`src/rtl/bounds_pkg.sv`:
```
// Shared types for the voxel bounds checker: axis mask layout and FSM states.
package bounds_pkg;

    typedef logic [2:0] axis_mask_t;

    localparam int AXIS_X = 0;
    localparam int AXIS_Y = 1;
    localparam int AXIS_Z = 2;

    typedef enum logic {
        BT_RUN   = 1'b0,
        BT_DRAIN = 1'b1
    } bt_state_e;

endpackage

```
`src/rtl/axis_limit_cmp.sv`:
```
// Single-axis out-of-bounds test. Coordinates are widened to 32 bits before
// the compare, so a limit at or above the coordinate range never trips.
module axis_limit_cmp #(
    parameter int COORD_W       = 6,
    parameter int MAX_VAL       = 31,
    parameter int SIGNED_COORDS = 0
) (
    input  logic [COORD_W-1:0] coord,
    output logic               oob
);

    // In signed mode a limit reaching into the negative half would make
    // positive coordinates look negative, so refuse to elaborate.
    generate
        if ((SIGNED_COORDS != 0) && (MAX_VAL >= (1 << (COORD_W - 1)))) begin : g_bad_limit
            $error("axis_limit_cmp: MAX_VAL must be below 2**(COORD_W-1) in signed mode");
        end
    endgenerate

    logic above_limit;

    // Full-width magnitude compare, plus the sign bit when coordinates are signed.
    always_comb begin
        above_limit = (32'(coord) > 32'(MAX_VAL));
        oob         = above_limit;
        if (SIGNED_COORDS != 0) begin
            oob = above_limit | coord[COORD_W-1];
        end
    end

endmodule

```
`src/rtl/bounds_tracker.sv`:
```
// Registered voxel bounds checker between the DDA stepper and voxel fetch.
// Flags exited axes, counts in-bounds steps per ray and drains the rest of a
// ray after its first out-of-bounds voxel.
module bounds_tracker
    import bounds_pkg::*;
#(
    parameter int COORD_W       = 6,
    parameter int MAX_X         = 31,
    parameter int MAX_Y         = 31,
    parameter int MAX_Z         = 31,
    parameter int SIGNED_COORDS = 0,
    parameter int RAY_ID_W      = 4,
    parameter int STEP_W        = 8
) (
    input  logic                clk,
    input  logic                rst,
    input  logic                in_valid,
    output logic                in_ready,
    input  logic [COORD_W-1:0]  in_ix,
    input  logic [COORD_W-1:0]  in_iy,
    input  logic [COORD_W-1:0]  in_iz,
    input  logic                in_last,
    input  logic [RAY_ID_W-1:0] in_ray_id,
    output logic                out_valid,
    input  logic                out_ready,
    output logic [COORD_W-1:0]  out_ix,
    output logic [COORD_W-1:0]  out_iy,
    output logic [COORD_W-1:0]  out_iz,
    output logic [RAY_ID_W-1:0] out_ray_id,
    output logic                out_oob,
    output logic [2:0]          out_axis,
    output logic                out_end,
    output logic [STEP_W-1:0]   out_steps
);

    axis_mask_t          axis_hit;
    logic                beat_oob;
    bt_state_e           state;
    bt_state_e           state_next;
    logic [STEP_W-1:0]   step_cnt;
    logic [STEP_W-1:0]   step_inc;
    logic                accept;
    logic                run_accept;

    axis_limit_cmp #(
        .COORD_W       (COORD_W),
        .MAX_VAL       (MAX_X),
        .SIGNED_COORDS (SIGNED_COORDS)
    ) u_cmp_x (
        .coord (in_ix),
        .oob   (axis_hit[AXIS_X])
    );

    axis_limit_cmp #(
        .COORD_W       (COORD_W),
        .MAX_VAL       (MAX_Y),
        .SIGNED_COORDS (SIGNED_COORDS)
    ) u_cmp_y (
        .coord (in_iy),
        .oob   (axis_hit[AXIS_Y])
    );

    axis_limit_cmp #(
        .COORD_W       (COORD_W),
        .MAX_VAL       (MAX_Z),
        .SIGNED_COORDS (SIGNED_COORDS)
    ) u_cmp_z (
        .coord (in_iz),
        .oob   (axis_hit[AXIS_Z])
    );

    // Handshake: drain swallows everything, run accepts whenever the output slot frees up.
    always_comb begin
        beat_oob   = |axis_hit;
        in_ready   = (state == BT_DRAIN) ? 1'b1 : (!out_valid || out_ready);
        accept     = in_valid && in_ready;
        run_accept = accept && (state == BT_RUN);
        step_inc   = (&step_cnt) ? step_cnt : step_cnt + 1'b1;
    end

    // Next state: an out-of-bounds beat that is not the ray's last starts a drain.
    always_comb begin
        state_next = state;
        case (state)
            BT_RUN: begin
                if (run_accept && beat_oob && !in_last) begin
                    state_next = BT_DRAIN;
                end
            end
            BT_DRAIN: begin
                if (accept && in_last) begin
                    state_next = BT_RUN;
                end
            end
            default: state_next = BT_RUN;
        endcase
    end

    // State register.
    always_ff @(posedge clk or posedge rst) begin
        if (rst) begin
            state <= BT_RUN;
        end else begin
            state <= state_next;
        end
    end

    // Per-ray in-bounds step counter, cleared whenever a ray's end beat is accepted.
    always_ff @(posedge clk or posedge rst) begin
        if (rst) begin
            step_cnt <= '0;
        end else if (run_accept) begin
            step_cnt <= (beat_oob || in_last) ? '0 : step_inc;
        end else if (accept && in_last) begin
            step_cnt <= '0;
        end
    end

    // Single output register: loaded on a run accept, emptied on a take with no refill.
    always_ff @(posedge clk or posedge rst) begin
        if (rst) begin
            out_valid  <= 1'b0;
            out_ix     <= '0;
            out_iy     <= '0;
            out_iz     <= '0;
            out_ray_id <= '0;
            out_oob    <= 1'b0;
            out_axis   <= '0;
            out_end    <= 1'b0;
            out_steps  <= '0;
        end else if (run_accept) begin
            out_valid  <= 1'b1;
            out_ix     <= in_ix;
            out_iy     <= in_iy;
            out_iz     <= in_iz;
            out_ray_id <= in_ray_id;
            out_oob    <= beat_oob;
            out_axis   <= axis_hit;
            out_end    <= beat_oob | in_last;
            out_steps  <= beat_oob ? step_cnt : step_inc;
        end else if (out_ready) begin
            out_valid  <= 1'b0;
        end
    end

endmodule

```
`config.mk`:
```
export PLATFORM = sky130hd
export DESIGN_NAME = bounds_tracker
export DESIGN_NICKNAME = d
export VERILOG_FILES = /design/src/rtl/bounds_pkg.sv /design/src/rtl/axis_limit_cmp.sv /design/src/rtl/bounds_tracker.sv
export SDC_FILE = /design/constraint.sdc
export NUM_CORES = 1
export LEC_CHECK = 0
export ABC_AREA = 1
export ABC_CLOCK_PERIOD_IN_PS = 2200
export CORE_UTILIZATION = 40
export CTS_BUF_LIST = sky130_fd_sc_hd__clkbuf_16
export DETAILED_ROUTE_END_ITERATION = 8
export GPL_TIMING_DRIVEN = 0
export PLACE_DENSITY = 0.7
export SETUP_SLACK_MARGIN = 0.5
export SLEW_MARGIN = 25
export SYNTH_ARGS = -nofsm -noshare
export SYNTH_HDL_FRONTEND = slang
export SYNTH_SLANG_ARGS = --single-unit
```
`constraint.sdc`:
```
create_clock -name clk -period 2.2 [get_ports clk]
set_input_delay 0.55 -clock clk [delete_from_list [all_inputs] [get_ports clk]]
set_output_delay 0.55 -clock clk [all_outputs]
set_load 0.1 [all_outputs]
```
==> results of run 1 <==
synth_stat cells (all sizes together):
master / n / area (µm²)
a21boi: 3 / 22.5
nor2: 9 / 46.3
nand3: 15 / 80.1
nor3: 1 / 16.3
dfrtp: 45 / 1130
xnor2: 1 / 8.76
clkbuf: 1 / 3.75
nand3b: 1 / 7.51
ha: 1 / 12.5
a21oi: 8 / 40.0
nand2: 123 / 464
inv: 17 / 63.8
o22ai: 1 / 6.26
buf: 6 / 36.3
o21ai: 10 / 50.0
xor2: 2 / 17.5
or2: 3 / 18.8
logic make-up after synthesis:
group | Yosys count | share of synthesized area
xor gates and xnor gates | 3 | 0.0130
and+or+nand+nor | 152 | 0.313
buffers and inverters | 24 | 0.0514
AOI/OAI and AO/OA | 22 | 0.0588
adders and majority gates | 1 | 0.00619
DFF | 45 | 0.557
flip-flops by register name, indices dropped and copies added, names as in the netlist:
| register | flops |
|---|---|
| out_ix | 6 |
| out_steps | 8 |
| out_ray_id | 4 |
| out_valid | 1 |
| out_oob | 1 |
| out_iy | 6 |
| out_iz | 6 |
| step_cnt | 8 |
| out_end | 1 |
| state | 1 |
| out_axis | 3 |
routing by layer:
metal,GRT usage,wire [µm],vias up,part of all wire
met5,0,0,-,0
met4,0.0719,84,0,0.018
met3,0.0635,314,8,0.066
met2,0.316,2260,52,0.48
met1,0.245,2080,823,0.44
li1,-,-,923,-
cell type report:
| class | count | area [µm²] |
|---|---|---|
| Buffer | 7 | 40.0 |
| Clock buffer | 5 | 125 |
| Clock inverter | 3 | 21.3 |
| Fill cell | 472 | 1990 |
| Inverter | 17 | 66.3 |
| Multi-Input combinational cell | 178 | 803 |
| Sequential cell | 45 | 1130 |
| Tap cell | 67 | 83.8 |
| Timing Repair Buffer | 69 | 528 |
worst max-delay path by stage:
stage / from / end / slack [ps] / cells after the start
2_1_floorplan: rst / out_valid$_DFFE_PP0P_ / 490 / 1
3_3_place_gp: out_ready / in_ready / -640 / 4
3_5_place_dp: out_ready / in_ready / -650 / 4
4_1_cts: out_valid$_DFFE_PP0P_ / out_valid / 510 / 1
5_1_grt: in_valid / out_axis[0]$_DFFE_PP0P_ / 510 / 6
6_report: out_ready / in_ready / 530 / 4
repair_timing:
| item | in CTS | in global routing |
|---|---|---|
| endpoints found under the hold margin | 0 | 0 |
| hold buffers | 0 | 0 |
| setup endpoints to repair | 45 | 12 |
| buffers inserted | 0 | 5 |
| gates resized for setup | 191 | 5 |
| pin swaps | 1 | 3 |
stage by stage:
| stage | worst slack [ps] | setup TNS [ps] | cell area (µm²) |
|---|---|---|---|
| floorplan | 494 | 0 | 2030 |
| global placement | -641 | -16210 | 2750 |
| detailed placement | -652 | -652 | 2770 |
| CTS | 511 | 0 | 2740 |
| global route | 515 | 0 | 2800 |
| finish | 534 | 0 | 2800 |
tightest hold or removal path, cell delays in order (launching register included):
cell and delay [ps]:
dfrtp_1 340, nand2_1 50, nand2_1 50
==> impl.org, run 1 <==
** Routing
- Number of vias in the routed layout :: 1806
- After detailed routing, the average wire length per cell comes to 12.1 µm.
- Number of detailed-routing iterations run before antenna repair :: 4
- Detailed-route vias per instance :: 4.62
- In this run the remaining antenna-violating nets after routing total 0.
- After detailed routing, the total wire length is 4.74 mm.
- DRC marker count from the first detailed-route iteration :: 58
- Residual DRC count :: 0

** Critical path
- Largest stage delay on the critical path :: 240 ps
- CP bufs+invs :: 3
- Worst-path fanout max :: 2
- Kind of end point of the critical path :: primary output
- Cell with the biggest individual delay on the critical path :: dlygate4sd2_1
- Kind of critical path :: in -> out
- The worst register-to-register path has a setup slack of 690 ps.
- Among cell families on the critical path, the largest total delay comes from buffers and inverters.
- The worst register-to-register path has a depth of 9.
- Worst EP arrival :: 1120 ps
- The worst setup path is launched from an input port.
- The worst register-to-register path begins at step_cnt[0]$_DFFE_PP0P_.
- Data required time of the critical path :: 1650 ps
- Crit-path cells :: dlygate4sd2_1, inv_2, nand3_4, buf_12
- Endpoint of the worst register-to-register path :: out_steps[5]$_DFFE_PP0P_

** STA
- Achievable Freq :: 600 MHz
- Hold timing on the final database bottoms out at a slack of 475 ps.
- For the finished layout, the period the worst path requires is 1670 ps.
- RSZ-0062 raised after global routing :: false
- Across the routed clock network, the largest skew measured is 6.64 ps.
- Of the available clock period, the critical path in the final layout requires 0.757.
- Worst slew margin :: 0.664
- Slew at the pin closest to its max-slew limit :: 507 ps
- Final count of negative-setup-slack endpoints :: 0
- Final Max Slew Viols :: 0
- The final hold violation count came to 0.

** Run
- Max-cap violation count :: 0

** Clock network
- Clock tree synthesis inserted a total of 5 buffers.
- Root Buffer :: clkbuf_16
- The clock tree synthesis step divided the H-tree into 2 levels.
- TritonCTS clock tree :: yes
- Clock Pin Slew Worst Setup and Hold Paths :: 70 ps
- The tree built by TritonCTS fans out to 45 sinks.
- Number of buffers on the longest clock path :: 2
- Clock latency reported for the late side of the worst-skew pair :: 290 ps

** Place
- Detailed placement finished with a half-perimeter wire length of 3.35 mm.
- Number of buffers inserted by port buffering :: 63
- Weighted congestion reported at the end of routability-driven placement :: 0.759
- Counting tap cells, the placed design contains a total of 378 instances.

** Worst hold path
- The worst hold path was traced through 2 stages.
- Hold Path End :: out_ix[3]$_DFFE_PP0P_
- The startpoint identified for the worst hold timing path is out_ix[3]$_DFFE_PP0P_.
- The worst hold path belongs to the class reg -> reg.

** Synthesis
- In this run, distinct cell masters in the synthesized netlist total 25.
- Synthesized netlist cell count :: 247
- Net count after synthesis :: 275
- Yosys printed 0 warnings.
- Proportion of synthesized chip area in sequential cells :: 0.557
- Cell Area, Synth :: 2020 µm²
- Average footprint of a synthesized cell :: 8.18 µm²
- FF+latch count, synth :: 45

** Global route
- Antenna violations before repair :: 0
- The total overflow left after global routing is 0.
- Number of global-route vias before repair :: 1724
- For this run, the total global-route usage over all layers was measured as 0.196.
- The first global-routing pass estimated 7.91 mm of wire.
- Entering global routing, the biggest net connects 29 pins.

** Floorplanning
- The floorplan has 25 rows.
- From left edge to right edge, the die measures 73.1 µm.
- Top Ports :: 64
- Core area :: 4790 µm²
- The die is 73.1 µm tall.
- Starting Density :: 0.422
- Overall die area :: 5340 µm²

** Cells and area
- Signed area change from the synthesized netlist to the final layout :: 38.3%
- Commonest non-fill, non-tap cell in the layout :: nand2_1
- Final std cells w/o fill :: 391
- Of the cells placed in the final design, the portion with a size suffix greater than 1 is 0.219.
- For this run, the share of the core covered by cells in the final layout is 0.584.
- The final layout contains 351 nets.
- The repair_antennas step left the layout with diodes totalling 0.
- Leaving out fill and tap cells, the most frequent cells in the layout are nand2_1 (122), dfrtp_1 (44), buf_2 (40).

** Status
- The flow ran to the end, and the final reports show no timing, DRC or antenna violations.
Power of run 1 is not shown: default switching activity piles up to over one toggle a cycle in this logic, so the estimate is an artifact.
==> run 2, diff against run 1 <==
--- a/config.mk
+++ b/config.mk
@@ -6,7 +6,7 @@
 export NUM_CORES = 1
 export LEC_CHECK = 0
 export ABC_AREA = 1
-export ABC_CLOCK_PERIOD_IN_PS = 2200
+export ABC_CLOCK_PERIOD_IN_PS = 1700
 export CORE_UTILIZATION = 40
 export CTS_BUF_LIST = sky130_fd_sc_hd__clkbuf_16
 export DETAILED_ROUTE_END_ITERATION = 8
==> constraint.sdc (replaced) <==
create_clock -name clk -period 1.7 [get_ports clk]
set_input_delay 0.425 -clock clk [delete_from_list [all_inputs] [get_ports clk]]
set_output_delay 0.425 -clock clk [all_outputs]
set_load 0.1 [all_outputs]
==> run 2 against run 1 <==
Against the previous run: clock skew shrank 1.5 ps; via count rose by 4.5%; global-route usage rose by 1.1 points; largest cell class unchanged; routed wire length increased by 14%; register-to-register slack got worse by 400 ps.
==> impl.org, run 2 (same netlist as run 1, synthesis figures left out) <==
** Critical path
- Data arrives at the worst endpoint at 1060 ps.
- Kind of critical path :: reg -> out
- Register-to-register path setup slack :: 290 ps
- On the critical path, the stage with the largest delay is an instance of dfrtp_4.
- Timing endpoint of the critical path :: in_ready
- Measured in cells, the most critical reg-to-reg path has a length of 9.
- Worst-path fanout max :: 3
- Worst setup path start :: out_valid$_DFFE_PP0P_
- Walking the worst path, the cells encountered are nand3_4, buf_12.
- In this run the number of cells on the critical path is 2.
- Endpoint of the worst register-to-register path :: out_steps[5]$_DFFE_PP0P_
- Crit-path leading delay family :: flip-flops
- The largest single stage delay on the critical path is 500 ps.
- STA classifies the critical path endpoint as a primary output.
- Counting both buffers and inverters, the worst setup path holds a total of 1.
- Start of the worst register-to-register path :: step_cnt[1]$_DFFE_PP0P_
- Setup crit start kind :: flip-flop
- STA puts the critical path data required time at 1270 ps.

** STA
- Setup repair after global routing could not meet its margin everywhere.
- Achievable Freq :: 676 MHz
- In the finished design, the share of the clock period the worst path needs comes to 0.871.
- Subtracting the final worst setup slack from the clock period gives 1480 ps.
- Final Max Slew Viols :: 0
- Worst Hold Margin :: 496 ps
- Final count of negative-setup-slack endpoints :: 0
- Final clock skew :: 5.17 ps
- Slew at the pin closest to its max-slew limit :: 528 ps
- The final hold violation count came to 0.
- Worst slew margin :: 0.647

** Cells and area
- In the final layout, flip-flops and latches occupy 1170 µm².
- Leaving out fill and tap cells, the most frequent cell in the layout is nand2_1.
- In the final layout, the share of cells above drive strength 1 is 0.392.
- Summing all multi-input logic gate instances after layout gives 886 µm².
- The top cell types in the final layout, fill and taps aside, are nand2_1 (118), dfrtp_2 (35), buf_12 (29).
- Diodes inserted :: 0
- Largest regs :: out_steps (8), step_cnt (8)
- Once layout is done, the placed cells without fillers occupy 3450 µm².
- The area growth from synthesis to layout is 70.6%.
- Number of nets in the layout :: 359
- Number of filler cells placed in the layout :: 357

** Clock network
- H-tree lvl count :: 2
- Number of buffers on the longest clock path :: 2
- The tree is rooted in a clkbuf_16.
- Clock Pin Slew Worst Setup and Hold Paths :: 60 ps
- Clock latency reported for the late side of the worst-skew pair :: 280 ps
- TritonCTS clock tree :: yes
- Number of CTS-inserted buffers :: 5
- Number of sinks driven by the clock tree :: 45
- Buffers inserted to repair hold after CTS numbered 0.

** Global route
- The number of antenna violations at the first check in global routing is 0.
- The first global-routing pass estimated 8.36 mm of wire.
- Maximum number of pins on one net before global-route repair :: 24
- Global route overflow :: 0
- The via count of the first global-routing pass was 1802.
- Global-route total usage across every layer :: 0.207

** Power
- Dividing total power by cell area gives a power density of 2130 nW/µm².
- Maximum VDD drop :: 0.00133 V
- Static Leak :: 0.00163 µW

** Routing
- Number of detailed-routing iterations run before antenna repair :: 4
- Once detail routing completed, the nets flagged for antenna violations numbered 0.
- DRC marker count from the first detailed-route iteration :: 77
- The detailed router placed 1887 vias in this run.
- Dividing the detail-routed wire length by the instance count gives 13.6 µm.
- After detailed routing, the number of remaining DRC violations is 0.
- Using the TritonRoute via totals, the vias-per-cell ratio works out to 4.73.
- After detailed routing, the total wire length is 5.41 mm.

** Worst hold path
- Class of the tightest hold or removal check :: reg -> reg

** Floorplanning
- Floorplan die height :: 73.1 µm
- In this run the horizontal extent of the chip is 73.1 µm.
- Core area :: 4790 µm²
- Row generation in the floorplan step produced 25 rows.
- Starting Density :: 0.422
- The die covers 5340 µm².
- Pin placement for this block handled 64 I/O pins.

** Place
- Weighted congestion reported at the end of routability-driven placement :: 0.861
- HPWL after detailed placement :: 3.23 mm
- Placed standard-cell area :: 2820 µm²
- Number of buffers inserted by port buffering :: 63

** Status
- Result of the run :: completed

** Run
- Max-cap violations in this run came to 0.
-- run 2: cell count changes in the layout (fill, tap and decap cells not counted), moves of 9 or more --
cell | previous run | this run
buf_12 | 2 | 29
buf_2 | 40 | 0
buf_4 | 4 | 15
buf_6 | 2 | 11
dfrtp_1 | 44 | 9
dfrtp_2 | 1 | 35
-- run 2: worst min path at each step --
stage	from	endpoint	slack [ps]	cells after the start
after global routing	out_iy[1]$_DFFE_PP0P_	out_iy[1]$_DFFE_PP0P_	520	2
after CTS	out_steps[4]$_DFFE_PP0P_	out_steps[4]$_DFFE_PP0P_	500	2
after global placement	out_axis[1]$_DFFE_PP0P_	out_axis[1]$_DFFE_PP0P_	470	2
after floorplan	rst	out_valid$_DFFE_PP0P_	430	1
final	out_ix[1]$_DFFE_PP0P_	out_ix[1]$_DFFE_PP0P_	500	2
after detailed placement	out_steps[4]$_DFFE_PP0P_	out_steps[4]$_DFFE_PP0P_	470	2
-- run 2: timing repair --
item / CTS / global route
setup endpoints to repair: 127 / 82
resized for setup: 301 / 53
pin swaps: 8 / 11
cloned: 2 / 0
setup buffers: 8 / 4
-- run 2: routing by layer --
| layer | wire, µm | up-vias | part of all wire | track usage |
|---|---|---|---|---|
| met1 | 2260 | 885 | 0.42 | 0.275 |
| met3 | 238 | 7 | 0.044 | 0.0276 |
| met4 | 80 | 0 | 0.015 | 0.0937 |
| met5 | 0 | - | 0 | 0 |
| met2 | 2830 | 53 | 0.52 | 0.335 |
| li1 | - | 942 | - | - |
-- run 2: worst register-to-register path: stages, from the launching register on --
cell and delay, ps:
dfrtp_1 390, ha_2 210, inv_2 50, nor2_4 220
nand2_4 130, nand3_2 100, nand2_1 50, nand2_1 60
nand2_1 80, nand2_1 70
-- run 2: final cells by class --
class	instances	share of cell area
inverter	17	0.0229
clock buffer	5	0.0363
clock inverter	3	0.00399
tap	67	0.0243
timing repair inverter	1	0.00218
multi-input combinational	179	0.257
sequential	45	0.340
buffer	7	0.0163
timing repair buffer	75	0.297
-- run 2: through the flow --
step	setup TNS, ps	total power [µW]	setup WS [ps]	util	cells
after floorplan	0	4650	188	-	247
after global placement	-11230	5540	-885	0.589	377
after detailed placement	-11720	5570	-877	0.589	377
after CTS	0	6880	201	0.666	395
after global routing	0	7570	188	0.720	399
final	0	7330	220	0.720	399
-- run 2: where the power goes --
group | switching [µW] | internal [µW] | total, µW
clock | 394 | 534 | 929
sequential | 349 | 1480 | 1830
combinational | 3090 | 1480 | 4570
total | 3830 | 3500 | 7330
No activity file was read; power rests on OpenSTA's default activity.
